$ cat config.mk
export PLATFORM = sky130hd
export DESIGN_NAME = palette_loader
export DESIGN_NICKNAME = d
export VERILOG_FILES = /design/src/rtl/palette_loader_pkg.sv /design/src/rtl/palette_loader.sv
export SDC_FILE = /design/constraint.sdc
export NUM_CORES = 1
export LEC_CHECK = 0
export ABC_AREA = 1
export CORE_ASPECT_RATIO = 0.8
export CORE_MARGIN = 3
export CORE_UTILIZATION = 45
export CTS_CLUSTER_DIAMETER = 120
export CTS_CLUSTER_SIZE = 8
export DETAILED_ROUTE_END_ITERATION = 8
export HOLD_SLACK_MARGIN = 0.05
export PLACE_DENSITY = 0.77
export SLEW_MARGIN = 10
export SYNTH_ARGS = -nofsm -noshare
export SYNTH_HDL_FRONTEND = slang
export SYNTH_SLANG_ARGS = --single-unit
$ cat constraint.sdc
create_clock -name I_CLK -period 1.9 [get_ports I_CLK]
set_clock_uncertainty 0.1 [all_clocks]
set_input_delay 0.38 -clock I_CLK [delete_from_list [all_inputs] [get_ports I_CLK]]
set_output_delay 0.38 -clock I_CLK [all_outputs]
set_load 0.1 [all_outputs]
$ cat src/rtl/palette_loader_pkg.sv
// Shared memory definitions for the palette loader: the CGB palette
// register addresses and the palette-select byte layout.
package palette_loader_pkg;

    localparam logic [15:0] BCPS_ADDR = 16'hFF68;
    localparam logic [15:0] BCPD_ADDR = 16'hFF69;
    localparam logic [15:0] OCPS_ADDR = 16'hFF6A;
    localparam logic [15:0] OCPD_ADDR = 16'hFF6B;

    // Palette select byte: bit 7 = auto-increment, bit 6 unused, bits 5:0 = index.
    function automatic logic [7:0] cps_value(input logic auto_inc, input logic [5:0] idx);
        return {auto_inc, 1'b0, idx};
    endfunction

endpackage

$ cat src/rtl/palette_loader.sv
// Palette loader: copies COUNT bytes from memory into the BG or OBJ colour
// palette via BCPS/BCPD or OCPS/OCPD, holding the bus between request and
// last access. Build option PALETTE_LOADER_VERIFY_EN adds a per-byte
// readback check that flags the first mismatching palette index.
//
// state  | meaning
// -------+-----------------------------------------------------------
// IDLE   | waiting for I_START
// REQ    | bus requested, waiting for grant
// SETIDX | write palette index to BCPS/OCPS
// RDA    | present source address (read)
// RDC    | hold source address, capture read data
// WR     | write captured byte to BCPD/OCPD
// VRD    | read back BCPD/OCPD (verify build)
// VCAP   | compare readback with written byte (verify build)
// DONE   | one-cycle completion pulse
module palette_loader
    import palette_loader_pkg::*;
(
    input  logic        I_CLK,
    input  logic        I_RESET,
    input  logic        I_START,
    input  logic        I_TARGET,
    input  logic [15:0] I_SRC_BASE,
    input  logic [5:0]  I_START_INDEX,
    input  logic [6:0]  I_COUNT,
    output logic        O_BUS_REQ,
    input  logic        I_BUS_GNT,
    output logic [15:0] O_MEMBUS_ADDR,
    output logic [7:0]  O_DATA,
    output logic        O_MEMBUS_WE_L,
    input  logic [7:0]  I_DATA,
    output logic        O_BUSY,
    output logic        O_DONE,
    output logic        O_ERR,
    output logic [5:0]  O_ERR_INDEX
);

    localparam logic [3:0] S_IDLE   = 4'd0;
    localparam logic [3:0] S_REQ    = 4'd1;
    localparam logic [3:0] S_SETIDX = 4'd2;
    localparam logic [3:0] S_RDA    = 4'd3;
    localparam logic [3:0] S_RDC    = 4'd4;
    localparam logic [3:0] S_WR     = 4'd5;
    localparam logic [3:0] S_DONE   = 4'd6;
`ifdef PALETTE_LOADER_VERIFY_EN
    localparam logic [3:0] S_VRD    = 4'd7;
    localparam logic [3:0] S_VCAP   = 4'd8;
`endif

    logic [3:0]  state, state_nxt;
    logic        target;
    logic [15:0] src_addr;
    logic [5:0]  idx;
    logic [6:0]  remaining;
    logic [7:0]  rdata;
    logic [15:0] ps_addr, pd_addr;

    assign ps_addr = target ? OCPS_ADDR : BCPS_ADDR;
    assign pd_addr = target ? OCPD_ADDR : BCPD_ADDR;

    // State register; reset wins over any start in the same cycle.
    always_ff @(posedge I_CLK) begin
        if (I_RESET) state <= S_IDLE;
        else         state <= state_nxt;
    end

    // Next-state logic; every bus state holds while grant is low.
    always_comb begin
        state_nxt = state;
        case (state)
            S_IDLE:   if (I_START)   state_nxt = S_REQ;
            S_REQ:    if (I_BUS_GNT) state_nxt = S_SETIDX;
            S_SETIDX: if (I_BUS_GNT) state_nxt = S_RDA;
            S_RDA:    if (I_BUS_GNT) state_nxt = S_RDC;
            S_RDC:    if (I_BUS_GNT) state_nxt = S_WR;
`ifdef PALETTE_LOADER_VERIFY_EN
            S_WR:     if (I_BUS_GNT) state_nxt = S_VRD;
            S_VRD:    if (I_BUS_GNT) state_nxt = S_VCAP;
            S_VCAP:   if (I_BUS_GNT) state_nxt = (remaining == 7'd0) ? S_DONE : S_SETIDX;
`else
            S_WR:     if (I_BUS_GNT) state_nxt = (remaining == 7'd1) ? S_DONE : S_RDA;
`endif
            S_DONE:   state_nxt = S_IDLE;
            default:  state_nxt = S_IDLE;
        endcase
    end

`ifdef PALETTE_LOADER_VERIFY_EN
    logic       err;
    logic [5:0] err_idx;
`endif

    // Datapath: latch the job on start, then walk source address, index and down-counter.
    always_ff @(posedge I_CLK) begin
        if (I_RESET) begin
            target    <= 1'b0;
            src_addr  <= 16'h0000;
            idx       <= 6'd0;
            remaining <= 7'd0;
            rdata     <= 8'h00;
`ifdef PALETTE_LOADER_VERIFY_EN
            err       <= 1'b0;
            err_idx   <= 6'd0;
`endif
        end else if (state == S_IDLE) begin
            if (I_START) begin
                target    <= I_TARGET;
                src_addr  <= I_SRC_BASE;
                idx       <= I_START_INDEX;
                remaining <= (I_COUNT == 7'd0) ? 7'd64 : I_COUNT;
`ifdef PALETTE_LOADER_VERIFY_EN
                err       <= 1'b0;
                err_idx   <= 6'd0;
`endif
            end
        end else if (I_BUS_GNT) begin
            if (state == S_RDC) rdata <= I_DATA;
            if (state == S_WR) begin
                src_addr  <= src_addr + 16'd1;
                remaining <= remaining - 7'd1;
`ifndef PALETTE_LOADER_VERIFY_EN
                idx       <= idx + 6'd1;
`endif
            end
`ifdef PALETTE_LOADER_VERIFY_EN
            if (state == S_VCAP) begin
                if (!err && (I_DATA != rdata)) begin
                    err     <= 1'b1;
                    err_idx <= idx;
                end
                idx <= idx + 6'd1;
            end
`endif
        end
    end

`ifdef PALETTE_LOADER_VERIFY_EN
    assign O_ERR       = err;
    assign O_ERR_INDEX = err_idx;
`else
    assign O_ERR       = 1'b0;
    assign O_ERR_INDEX = 6'd0;
`endif

    // Output decode; writes are suppressed whenever grant is low.
    always_comb begin
        O_MEMBUS_ADDR = 16'h0000;
        O_DATA        = 8'h00;
        O_MEMBUS_WE_L = 1'b1;
        O_BUS_REQ     = (state != S_IDLE) && (state != S_DONE);
        O_BUSY        = (state != S_IDLE);
        O_DONE        = (state == S_DONE);
        case (state)
            S_SETIDX: begin
                O_MEMBUS_ADDR = ps_addr;
`ifdef PALETTE_LOADER_VERIFY_EN
                O_DATA        = cps_value(1'b0, idx);
`else
                O_DATA        = cps_value(1'b1, idx);
`endif
                O_MEMBUS_WE_L = ~I_BUS_GNT;
            end
            S_RDA, S_RDC: O_MEMBUS_ADDR = src_addr;
            S_WR: begin
                O_MEMBUS_ADDR = pd_addr;
                O_DATA        = rdata;
                O_MEMBUS_WE_L = ~I_BUS_GNT;
            end
`ifdef PALETTE_LOADER_VERIFY_EN
            S_VRD, S_VCAP: O_MEMBUS_ADDR = pd_addr;
`endif
            default: ;
        endcase
    end

endmodule

==> out/results.txt <==
The flow ran to the end, but the final reports show violations. The checks that failed: setup timing. After synthesis, the cell types taking the most area are dfxtp_1 (31%), nand2_1 (16%), o21ai_0 (11%). For the setup slack of the critical path after layout, the log shows -0.178 ns. Setup repair after global routing could not meet its margin everywhere. The path with the worst hold slack has its endpoint at remaining[2]$_SDFFE_PP0P_. The clock passes through at most 2 buffers. For the share of the core filled with cells in the final layout, the log shows 0.772.

STA classifies the critical path startpoint as a register. Counting every sink on the clock net gives 41. The final critical-path required period was 2.08 ns. The share of post-route cells with drive strength above 1 works out to 0.204. The detailed-route wire length per cell works out to 14.0 µm.

The worst setup path is captured at an output pin. The beginning of the critical path was state[1]$_SDFFE_PP0P_. Buffers inserted during clock tree synthesis total 5.

The die is 74.4 µm tall. The run gives 0.17 ns as the minimum setup slack among reg-to-reg paths. In the post-synthesis netlist, the cell with the most instances is nand2_1. The average size of a mapped cell is 5.99 µm². In the routed layout, each cell is associated on average with a via count of 5.29. The run gives 77 as the number of top-level pins. Once detailed placement completed, the half-perimeter wirelength came to 5790 µm. The total of flip-flops plus latches after synthesis works out to 41. Setup violations remaining at the end of the flow were counted as 24.

Summing all placed instances gives a cell area of 4030 µm². The floorplan die area was 6810 µm²; the data required time at the worst endpoint was 1.42 ns. Across the VDD grid, the largest voltage drop is 1.09 mV. The pre-antenna-repair detailed-routing pass consisted of 5 iterations. The number of DRC violations after detailed routing was 0; the clock latency on the worst-skew pair was 0.30 ns. The detail route stage leaves a number of antenna-violating nets equal to 0. The run gives 0 as the number of antenna violations at the first check in global routing.

The startpoint of the worst register-to-register path was state[0]$_SDFFE_PP0P_. The clock transition time at the flip-flop clock pins of the worst setup and hold paths was 0.09 ns. Counting instances in the post-synthesis netlist gives the leading cell types as nand2_1 (109), nor2_1 (57), o21ai_0 (56). Derived from the worst setup path, the maximum achievable clock frequency is 0.481 GHz.

The tree is rooted in a clkbuf_8. At the placement stage, the worst setup path has a slack of 0.00677 ns. For this design the ratio of total power to cell area is 1900 nW/µm². In this run the standard cell core region covers 5560 µm².

Once layout is done, the placed cells without fillers occupy 4290 µm². The first global-routing pass estimated 13,700 µm of wire. The worst register-to-register path ends at src_addr[6]$_SDFFE_PP0P_. In this run the worst path has a maximum fanout of 7.

The post-synthesis async set-or-reset flop share was 0; the share of Yosys cell area claimed by the top area cell type was 0.312. The area of the mapped netlist is 2630 µm², and the last weighted congestion value of the routability-driven placer is 0.926. The library cell occupying the most area in the post-synthesis netlist is dfxtp_1. The critical path is of the register to output pin type. Relative to the synthesized area, the layout overhead comes to 62.9%. TritonCTS built the clock tree. Launch instance of the worst min-delay path: remaining[2]$_SDFFE_PP0P_. Row generation in the floorplan step produced 24 rows.

The tools report the leftover overflow at the end of global routing as 0. The H-tree was split into 2 levels. The number of antenna diodes in the final layout is 0. Number of pins exceeding their max-slew limit in the final report: 0. The count of flip-flops with a built-in enable after synthesis was 0; the number of standard cells after synthesis was 439.

In this run the static leakage power is 1.67 nW. Period utilization: 1.09. The instance count along the most critical hold path is 2. The run gives 0.251 as the global routing usage summed across all routing layers. Predominant post-synthesis flop cell: dfxtp_1.

The logs give 396 for the number of fill cells in the layout and 0 for the final hold violation count. Summed over all layers, the routed wires come to 8340 µm. The tools report the routed via count as 3,160. For the number of global-route vias before repair, the log shows 2,908.

The number of buffer cells added on primary ports was 69; the number of max-capacitance violations reported was 0. Data arrives at the worst endpoint at 1.60 ns. The path class of the tightest hold or removal check is register to register. During synthesis, Yosys emitted a total of 0 warnings. The die is 91.5 µm wide. Entering global routing, the biggest net connects 49 pins. For the worst flop-to-flop path, the logic depth is 9. The logs give 0.312 for the register area share after synthesis and 305 for the first-iteration detailed-routing DRC count.

The run gives 0.474 as the starting utilization of the core area. The net count of the finished layout is 564. In this run, distinct cell masters in the synthesized netlist total 28.
## worst max path at each step
stage / to
floorplan: O_MEMBUS_ADDR[10]
global placement: idx[4]$_SDFFE_PP0P_
detailed placement: src_addr[6]$_SDFFE_PP0P_
CTS: O_MEMBUS_ADDR[11]
global route: O_DATA[7]
finish: O_DATA[4]
## cells by family (layout without fill, tap and decap cells)
group	Yosys count	in the layout	synth area share
compound gates	112	112	0.223
xor+xnor	3	3	0.00999
fa+ha+maj	4	4	0.0190
buf+inv	80	154	0.133
flops	41	41	0.312
other cells	1	7	0.00143
simple gates	198	198	0.302
## through the flow
step           total power, W  instances  setup TNS (ns)  hold slack [ns]
4_1_cts               0.00804        596           -2.28            0.375
2_1_floorplan         0.00546        445          -0.244            0.339
3_5_place_dp          0.00717        580               0            0.363
5_1_grt               0.00863        597           -4.79            0.388
6_report              0.00815        597           -3.47            0.370
3_3_place_gp          0.00707        580               0            0.347
## cell usage in the layout (no fill, tap or decap), types with 2 or more instances in the layout
cell type          n
clkinv_2           2
clkdlybuf4s50_1   41
nand4_1            3
o21ai_4           13
a21oi_1           39
nor2_1            50
nand2_2            3
buf_4             15
buf_16             2
nand3_1           25
a31oi_1            3
o21ai_1            2
nand2_1          102
dfxtp_4            2
buf_6              4
o211ai_1           2
ha_1               4
conb_1             7
clkbuf_8           5
inv_2              4
xor2_1             3
inv_6              3
o22ai_4            6
dfxtp_1           38
nor2_4             7
inv_1             46
nand2_4            5
o21ai_0           43
buf_12            31
## cell type report
cell class / count / area, µm² / area share
repair buffers: 93 / 1240 / 0.290
clock inverters: 3 / 17.5 / 0.00409
well taps: 78 / 97.6 / 0.0228
inverters: 53 / 214 / 0.0499
multi-input cells: 324 / 1820 / 0.424
flip-flops and latches: 41 / 830 / 0.194
clock buffers: 5 / 68.8 / 0.0161
## routing by layer
metal,vias to the layer above,part of all wire,track usage
li1,1561,-,-
met1,1425,0.43,0.330
met4,0,0.023,0.0970
met5,-,0,0
met3,22,0.085,0.0465
met2,152,0.46,0.415
## power by group
| part | internal (W) | switching, W |
|---|---|---|
| combinational | 0.00217 | 0.00396 |
| clock | 0.000254 | 0.000329 |
| sequential | 0.00115 | 0.000285 |
## what timing repair did
action                                  in CTS  in global routing
cloned                                       2                  0
hold buffers                                 0                  0
endpoints found under the setup margin      25                 27
buffers inserted                             6                  1
pin swaps                                    8                  2
resized for setup                           19                  3
## sequential cells by signal, indices dropped and copies added, names as in the netlist
register	cells
state	3
src_addr	16
target	1
remaining	7
idx	6
rdata	8
## critical path: stages (launching register included)
cell,delay [ns]
dfxtp_4,0.37
inv_6,0.09
nand2_4,0.07
nor2_4,0.13
inv_2,0.08
buf_4,0.21
o22ai_4,0.14
buf_12,0.20
Power figures use the tool's default switching activity.
